**src/rtl/wb_arbiter.sv**
```systemverilog
`default_nettype none
// ============================================================================
// wb_arbiter : merges pipeline writeback and queued multdiv results onto the
//              register file's single write port.  Rev 1.0
// ============================================================================
module wb_arbiter #(
  parameter int FIFO_DEPTH   = 4,
  parameter int STARVE_LIMIT = 8
) (
  input  logic                          clock,
  input  logic                          ctrl_reset,
  input  logic                          pipe_we,
  input  logic [4:0]                    pipe_reg,
  input  logic [31:0]                   pipe_data,
  input  logic                          md_valid,
  input  logic [4:0]                    md_reg,
  input  logic [31:0]                   md_data,
  output logic                          md_ready,
  output logic                          ctrl_writeEnable,
  output logic [4:0]                    ctrl_writeReg,
  output logic [31:0]                   data_writeReg,
  output logic [31:0]                   pending_mask,
  output logic [$clog2(FIFO_DEPTH):0]   fifo_count,
  output logic                          pipe_stall
);

  localparam int AW = $clog2(FIFO_DEPTH);
  localparam int CW = AW + 1;
  localparam int SW = $clog2(STARVE_LIMIT + 1);

  logic [4:0]            fifo_reg  [FIFO_DEPTH];
  logic [31:0]           fifo_data [FIFO_DEPTH];
  logic [FIFO_DEPTH-1:0] fifo_vld;
  logic [AW-1:0]         rd_ptr;
  logic [AW-1:0]         wr_ptr;
  logic [CW-1:0]         count;
  logic [SW-1:0]         starve_cnt;
  logic [SW-1:0]         starve_nxt;
  logic                  pop_q;

  logic pipe_req;
  logic fifo_empty;
  logic push;
  logic pop;

  assign fifo_empty = (count == '0);
  assign md_ready   = ctrl_reset && (count < CW'(FIFO_DEPTH));
  assign pipe_req   = pipe_we && (pipe_reg != 5'd0);
  // A zero destination completes the handshake but is never stored.
  assign push       = md_valid && md_ready && (md_reg != 5'd0);
  assign pop        = !pipe_req && !fifo_empty;
  assign fifo_count = count;

  always_comb begin
    pending_mask = '0;
    for (int i = 0; i < FIFO_DEPTH; i++) begin
      if (fifo_vld[i]) pending_mask[fifo_reg[i]] = 1'b1;
    end
  end

  always_comb begin
    starve_nxt = starve_cnt;
    if (fifo_empty || pop)
      starve_nxt = '0;
    else if (pipe_req && (starve_cnt != SW'(STARVE_LIMIT)))
      starve_nxt = starve_cnt + SW'(1);
  end

  always_ff @(posedge clock) begin
    if (push) begin
      fifo_reg[wr_ptr]  <= md_reg;
      fifo_data[wr_ptr] <= md_data;
    end
  end

  always_ff @(posedge clock or negedge ctrl_reset) begin
    if (!ctrl_reset) begin
      fifo_vld         <= '0;
      rd_ptr           <= '0;
      wr_ptr           <= '0;
      count            <= '0;
      starve_cnt       <= '0;
      pop_q            <= 1'b0;
      pipe_stall       <= 1'b0;
      ctrl_writeEnable <= 1'b0;
      ctrl_writeReg    <= 5'd0;
      data_writeReg    <= 32'd0;
    end else begin
      // Push and pop never share a slot: equal pointers mean empty or full.
      if (push) begin
        fifo_vld[wr_ptr] <= 1'b1;
        wr_ptr           <= wr_ptr + AW'(1);
      end
      if (pop) begin
        fifo_vld[rd_ptr] <= 1'b0;
        rd_ptr           <= rd_ptr + AW'(1);
      end
      case ({push, pop})
        2'b10:   count <= count + CW'(1);
        2'b01:   count <= count - CW'(1);
        default: count <= count;
      endcase

      if (pipe_req) begin
        ctrl_writeEnable <= 1'b1;
        ctrl_writeReg    <= pipe_reg;
        data_writeReg    <= pipe_data;
      end else if (pop) begin
        ctrl_writeEnable <= 1'b1;
        ctrl_writeReg    <= fifo_reg[rd_ptr];
        data_writeReg    <= fifo_data[rd_ptr];
      end else begin
        ctrl_writeEnable <= 1'b0;
      end

      starve_cnt <= starve_nxt;
      pop_q      <= pop;
      // Stall drops one edge after the starved entry finally drains.
      if (starve_nxt == SW'(STARVE_LIMIT))
        pipe_stall <= 1'b1;
      else if (pop_q)
        pipe_stall <= 1'b0;
    end
  end

endmodule
`default_nettype wire

```
**config.mk**
```make
export PLATFORM = sky130hd
export DESIGN_NAME = wb_arbiter
export DESIGN_NICKNAME = d
export VERILOG_FILES = /design/src/rtl/wb_arbiter.sv
export SDC_FILE = /design/constraint.sdc
export NUM_CORES = 1
export LEC_CHECK = 0
export ABC_AREA = 1
export CORE_MARGIN = 2
export CORE_UTILIZATION = 55
export CTS_BUF_LIST = sky130_fd_sc_hd__clkbuf_8
export DETAILED_ROUTE_END_ITERATION = 7
export GPL_TIMING_DRIVEN = 0
export HOLD_SLACK_MARGIN = 0.15
export PLACE_DENSITY_LB_ADDON = 0.3
export SLEW_MARGIN = 0
export SYNTH_ARGS = -nofsm -noshare
export SYNTH_HDL_FRONTEND = slang
export SYNTH_SLANG_ARGS = --single-unit
```
**constraint.sdc**
```tcl
create_clock -name clock -period 2.6 [get_ports clock]
set_input_delay 0.52 -clock clock [delete_from_list [all_inputs] [get_ports clock]]
set_output_delay 0.52 -clock clock [all_outputs]
set_load 0.03 [all_outputs]
```
## After elaboration in Yosys (flattened, before gate mapping)

Memory sizes are Yosys's and may differ from the RTL's.
Index checks and enable logic that the tools add are counted.
Widths: inputs -> output; s select.

| word-level totals | value |
|---|---|
| memories | 2 |
| output and inout bits | 75 |
| bits of input ports | 78 |
| flip-flop bits (word level) | 55 |
| bits in writable memories | 148 |

| operators by class | value |
|---|---|
| muxes and demuxes | 31 |
| $lt $le $gt $ge | 13 |
| bitwise operators | 6 |
| equal/unequal tests | 4 |
| $add $sub $neg | 5 |
| reduce and logical (&&, ||, !) cells | 21 |

Memories:

| name | words | bits a word | read ports | clocked after Yosys merged registers in | wr ports | line | source |
|---|---|---|---|---|---|---|---|
| fifo_data | 4 | 32 | 1 | 0 | 1 | 32 | `logic [31:0] fifo_data [FIFO_DEPTH];` |
| fifo_reg | 4 | 5 | 5 | 0 | 1 | 31 | `logic [4:0] fifo_reg [FIFO_DEPTH];` |

Operators by type and width:

| operator | number |
|---|---|
| $mux 32 | 6 |
| $or 32x32->32 | 3 |
| $lt 5x6->1 const B | 4 |
| $demux 1 s5 | 4 |
| $ge 5x1->1 const B | 4 |
| $mux 4 | 4 |
| $logic_and 1x1->1 | 12 |
| $mux 1 | 12 |
| $mux 5 | 2 |
| $reduce_bool 5->1 | 2 |
| $lt 2x3->1 const B | 2 |
| $pmux 3 s2 | 1 |
| $reduce_bool 2->1 | 3 |
| $add 2x1->2 const B | 2 |
| $add 4x1->4 const B | 1 |
| $and 4x4->4 | 1 |
| $demux 1 s2 | 2 |
| $eq 4x4->1 const B | 1 |
| $ge 2x1->1 const B | 2 |
| $ne 4x4->1 const B | 1 |
| $not 4->4 | 1 |
| $or 4x4->4 | 1 |
| $add 3x1->3 const B | 1 |
| $logic_not 3->1 | 1 |
| other kinds (6) | 7 |

## Logic depth before layout (Yosys ltp)

| logic depth | value |
|---|---|
| word-level depth | 11 |
| gate-level depth with buffers | 11 |

## Worst setup path after synthesis

No wires, ideal clock.

| timing | value |
|---|---|
| path kind | flip-flop to flip-flop |
| start | reg count[2], in the netlist fifo_count[2] |
| end | mem fifo_data[0][0] (enable) |
| stages on the path, launching flop included | 5 |
| clock period less this slack | 2.095 ns |
| arrival | 1.704 ns |
| setup slack | 0.505 ns |
| required time | 2.208 ns |
| path through | dfrtp_1 -> inv_1 -> and3_1 -> nand3_1 -> inv_1 |

| between the ends | value |
|---|---|
| word-level cells in the longest chain between the ends | 6 |

Ends and longest elaborated chain:

| what | line | source |
|---|---|---|
| start, declared | 36 | `logic [CW-1:0] count;` |
| start signal, assigned | 99 | `2'b10: count <= count + CW'(1);` |
| start signal, assigned | 100 | `2'b01: count <= count - CW'(1);` |
| start signal, assigned | 101 | `default: count <= count;` |
| $lt 3x3->1 | 47 | `assign md_ready = ctrl_reset && (count < CW'(FIFO_DEPTH));` |
| $logic_and 1x1->1 | 47 |  |
| $logic_and 1x1->1 (2 in series) | 50 | `assign push = md_valid && md_ready && (md_reg != 5'd0);` |
| $mux 1 | 70 | `if (push) begin` |
| $mux 1 (implied by the code) | 72 | `fifo_data[wr_ptr] <= md_data;` |
| end, declared | 32 |  |

Every way passes these cells.

==> results_dict.tcl <==
set metrics [dict create \
    area_fraction_in_compound_gates_after_synthesis 0.04580 \
    cts_buffers 31 \
    sequential_cell_area_um2 5823 \
    rr_endpoint "fifo_count[2]" \
    ant_nets 0 \
    combPwrFrac 0.403 \
    regToRegStartpoint "fifo_count[0]" \
    portBuffers 151 \
    cts_htree_levels 1 \
    power_density_nw_per_um2 934.4 \
    die-height_um 136.2 \
    gp_routability_congestion 0.9539 \
    synth.distinct_cells 29 \
    sequential_area_share_after_synthesis 0.6053 \
    stdcell_area_um2 12280 \
    floorplan.die_area_um2 18560 \
    grt_start_max_net_pins 38 \
    maxCapViolCount 0 \
    area_taken_by_multi_input_logic_gates_um2 3435 \
    yosysWarnings 0 \
    timing.clock.skew_ns 0.01468 \
    route.detailed.wl_per_inst_um 18.30 \
    worstSetupPathType "flop to output pin" \
    dpl.hpwl_um 18660 \
    status "completed" \
    preCtsSetupSlack_ns -0.3305 \
    via_count 8192 \
    crit_required_ns 2.08 \
    syn_nets 1102 \
    largest_reg_flops 128 \
    finalHoldViolCount 0 \
    global_route_wire_length_before_repair_um 40500 \
    fillCellCount 1304 \
    combinational_family_with_the_most_area_after_synthesis "simple AND/OR/NAND/NOR gates" \
    die_w_um 136.2 \
    switchingPower_mw 4.556 \
    floorplan.io_pins 153 \
    synth.ff_latch_count 203 \
    grt_pass1_vias 7693 \
    setup_viol 0 \
    firstDrtPassIters 5 \
    routed_via_density 5.592 \
    later_pin_clock_latency_in_the_skew_report_ns 0.57 \
    post_synth_xor_area_fraction 0.004554 \
    final_layout_size_suffix_gt1_frac 0.1435 \
    initial_cell_density_of_the_core 0.5598 \
    final_nets 1305 \
    finalMaxSlewViolations 0 \
    synth_simple_gate_area_share 0.2720 \
    cts_tree "done" \
    min-delay-path-class "input port to async pin" \
    routed_wl_um 26820 \
    worst-path-max-fanout 4 \
    ir_drop_uv 619.3 \
    count_of_inserted_antenna_diode_cells 0 \
    antenna_violations_before_repair 1 \
    drt_iter0_markers 573 \
    finalCriticalPeriod_ns 2.545 \
    worstRegToRegCells 10 \
    synthMuxAreaShare 0 \
    netSwitchingFraction 0.3970 \
    timing.final.crit_share 0.9788 \
    worst_setup_path_end_kind "output pin" \
    p_seq_frac 0.383 \
    syn_avg_cell_area_um2 9.501 \
    placed_cell_area_um2 11440 \
    timing.max_slew.rel_slack 0.3668 \
    leakage_nw 5.231 \
    crit_arrival_ns 2.02 \
    clk_path_buf_depth 3 \
    power.clock.fraction 0.214 \
    cts.reportedPaths.clkPinSlew_ns 0.06 \
    cts.sinks 203 \
    postLayoutSetupSlackWorst_ns 0.05514 \
    clock-root-buffer "clkbuf_8" \
    tightest_slew_ns 0.9467 \
    overflow 0 \
    rrSetupSlack_ns 0.50 \
    synth_fa_ha_area_frac 0.01640 \
    post_synth_instance_area_um2 9615 \
    synth_cells 1012 \
    fmax_mhz 392.9 \
    area_of_the_core_region_um2 17180 \
    worst_setup_start_kind "flop" \
    syn2layout_area_growth_pct 27.74 \
    internal_power_mw 6.921 \
    post-route-drc-count 0 \
    row_cnt 48 \
    grt.total_usage 0.2883 \
]
==> critical path, stage by stage, from the launching register on <==
cell and delay (ns):
edfxtp_1 0.43, buf_4 0.18, nand3_1 0.16, o22ai_1 0.10, or2_2 0.31, clkdlybuf4s15_2 0.29
==> area by class of cell <==
type	instances	share of cell area
buffer	43	0.01935
inverter	80	0.02445
timing repair buffer	170	0.1323
sequential	203	0.4741
tap	225	0.02292
clock inverter	25	0.01029
multi-input combinational	686	0.2796
clock buffer	33	0.03698
==> synth_stat cells <==
cell,instances,area (µm²)
nand2_1,333,1250
inv_2,4,15.01
nand3_1,175,875.8
nor3_1,6,30.03
edfxtp_1,148,4444
xnor2_1,1,8.760
clkbuf_1,11,41.29
buf_4,6,45.04
nand3b_1,28,210.2
buf_2,19,95.09
o2111ai_1,3,26.28
buf_1,3,11.26
dfrtp_1,55,1376
buf_6,4,45.04
xor2_1,4,35.03
or2_2,10,62.56
a22oi_1,1,7.510
nand3_2,1,10.01
inv_1,76,285.3
ha_1,11,137.6
and3_1,1,6.260
o221ai_1,2,17.52
o21ai_0,10,50.05
nor2_1,42,157.7
nand2_2,2,12.51
fa_1,1,20.02
o211ai_1,19,142.6
a21oi_1,23,115.1
o22ai_1,13,81.33
==> power by group through the flow <==
| stage | logic (mW) | registers (mW) | clock network (mW) |
|---|---|---|---|
| after global placement | 4.44 | 4.41 | 0 |
| after floorplan | 2.23 | 4.96 | 0 |
| after detailed placement | 4.56 | 4.41 | 0 |
| final | 4.63 | 4.39 | 2.46 |
| after global routing | 5.02 | 4.44 | 2.62 |
| after CTS | 4.59 | 4.37 | 2.46 |
==> how the worst max path moves through the flow <==
stage	from	to	slack, ns	cells after the start
final	fifo_reg[3][2]	pending_mask[15]	0.06	5
after detailed placement	pipe_reg[3]	fifo_count[2]	-0.33	12
after floorplan	fifo_count[2]	fifo_data[0][0]	0.50	4
after CTS	fifo_reg[1][0]	pending_mask[28]	0.003	5
after global placement	ctrl_reset	fifo_data[3][0]	-2.74	4
after global routing	fifo_reg[1][1]	pending_mask[25]	-0.01	5
==> cell families (layout without fill, tap and decap cells) <==
logic type               after synthesis  in the layout
AO/OA/AOI/OAI                         71             71
XOR/XNOR                               5              5
adder cells (fa/ha/maj)               12             12
buffers and inverters                123            351
flip-flops                           203            203
AND/OR/NAND/NOR                      598            598
==> cell usage in the layout (no fill, tap or decap), types with 13 or more instances in the layout <==
cell type	Yosys	final
nand2_1	333	332
nand3_1	175	156
edfxtp_1	148	148
clkdlybuf4s50_1	0	118
inv_1	76	74
dfrtp_1	55	53
nor2_1	42	42
clkbuf_8	0	33
buf_2	19	31
nand3b_1	28	28
inv_2	4	23
a21oi_1	23	23
buf_4	6	21
o211ai_1	19	19
nand3_2	1	16
o22ai_1	13	13
clkdlybuf4s15_2	0	13
==> metal layers <==
metal / wire [µm] / part of all wire / global-route usage / vias up
li1: - / - / - / 3850
met1: 10670 / 0.40 / 0.3777 / 3883
met2: 13200 / 0.49 / 0.4779 / 377
met3: 1987 / 0.074 / 0.04512 / 82
met4: 956 / 0.036 / 0.1279 / 0
met5: 0 / 0 / 0 / -
==> repair_timing <==
item / CTS / global route
gates resized for setup: 119 / 57
pin swaps: 0 / 0
hold buffers: 4 / 0
buffers inserted: 3 / 10
endpoints found under the hold margin: 19 / 0
setup endpoints to repair: 33 / 32
==> per-stage QoR <==
| step | setup TNS [ns] | std cells | power (mW) | hold WS [ns] | util |
|---|---|---|---|---|---|
| final | 0 | 1465 | 11.48 | 0.4162 | 0.7151 |
| after global routing | -0.01234 | 1465 | 12.08 | 0.3982 | 0.7151 |
| after CTS | 0 | 1455 | 11.42 | 0.3821 | 0.7110 |
| after detailed placement | -27.78 | 1390 | 8.972 | 0.4671 | 0.6662 |
| after global placement | -462.19 | 1388 | 8.854 | 0.4626 | 0.6642 |
| after floorplan | 0 | 1012 | 7.185 | 0.2244 | - |
Power figures use the tool's default switching activity.
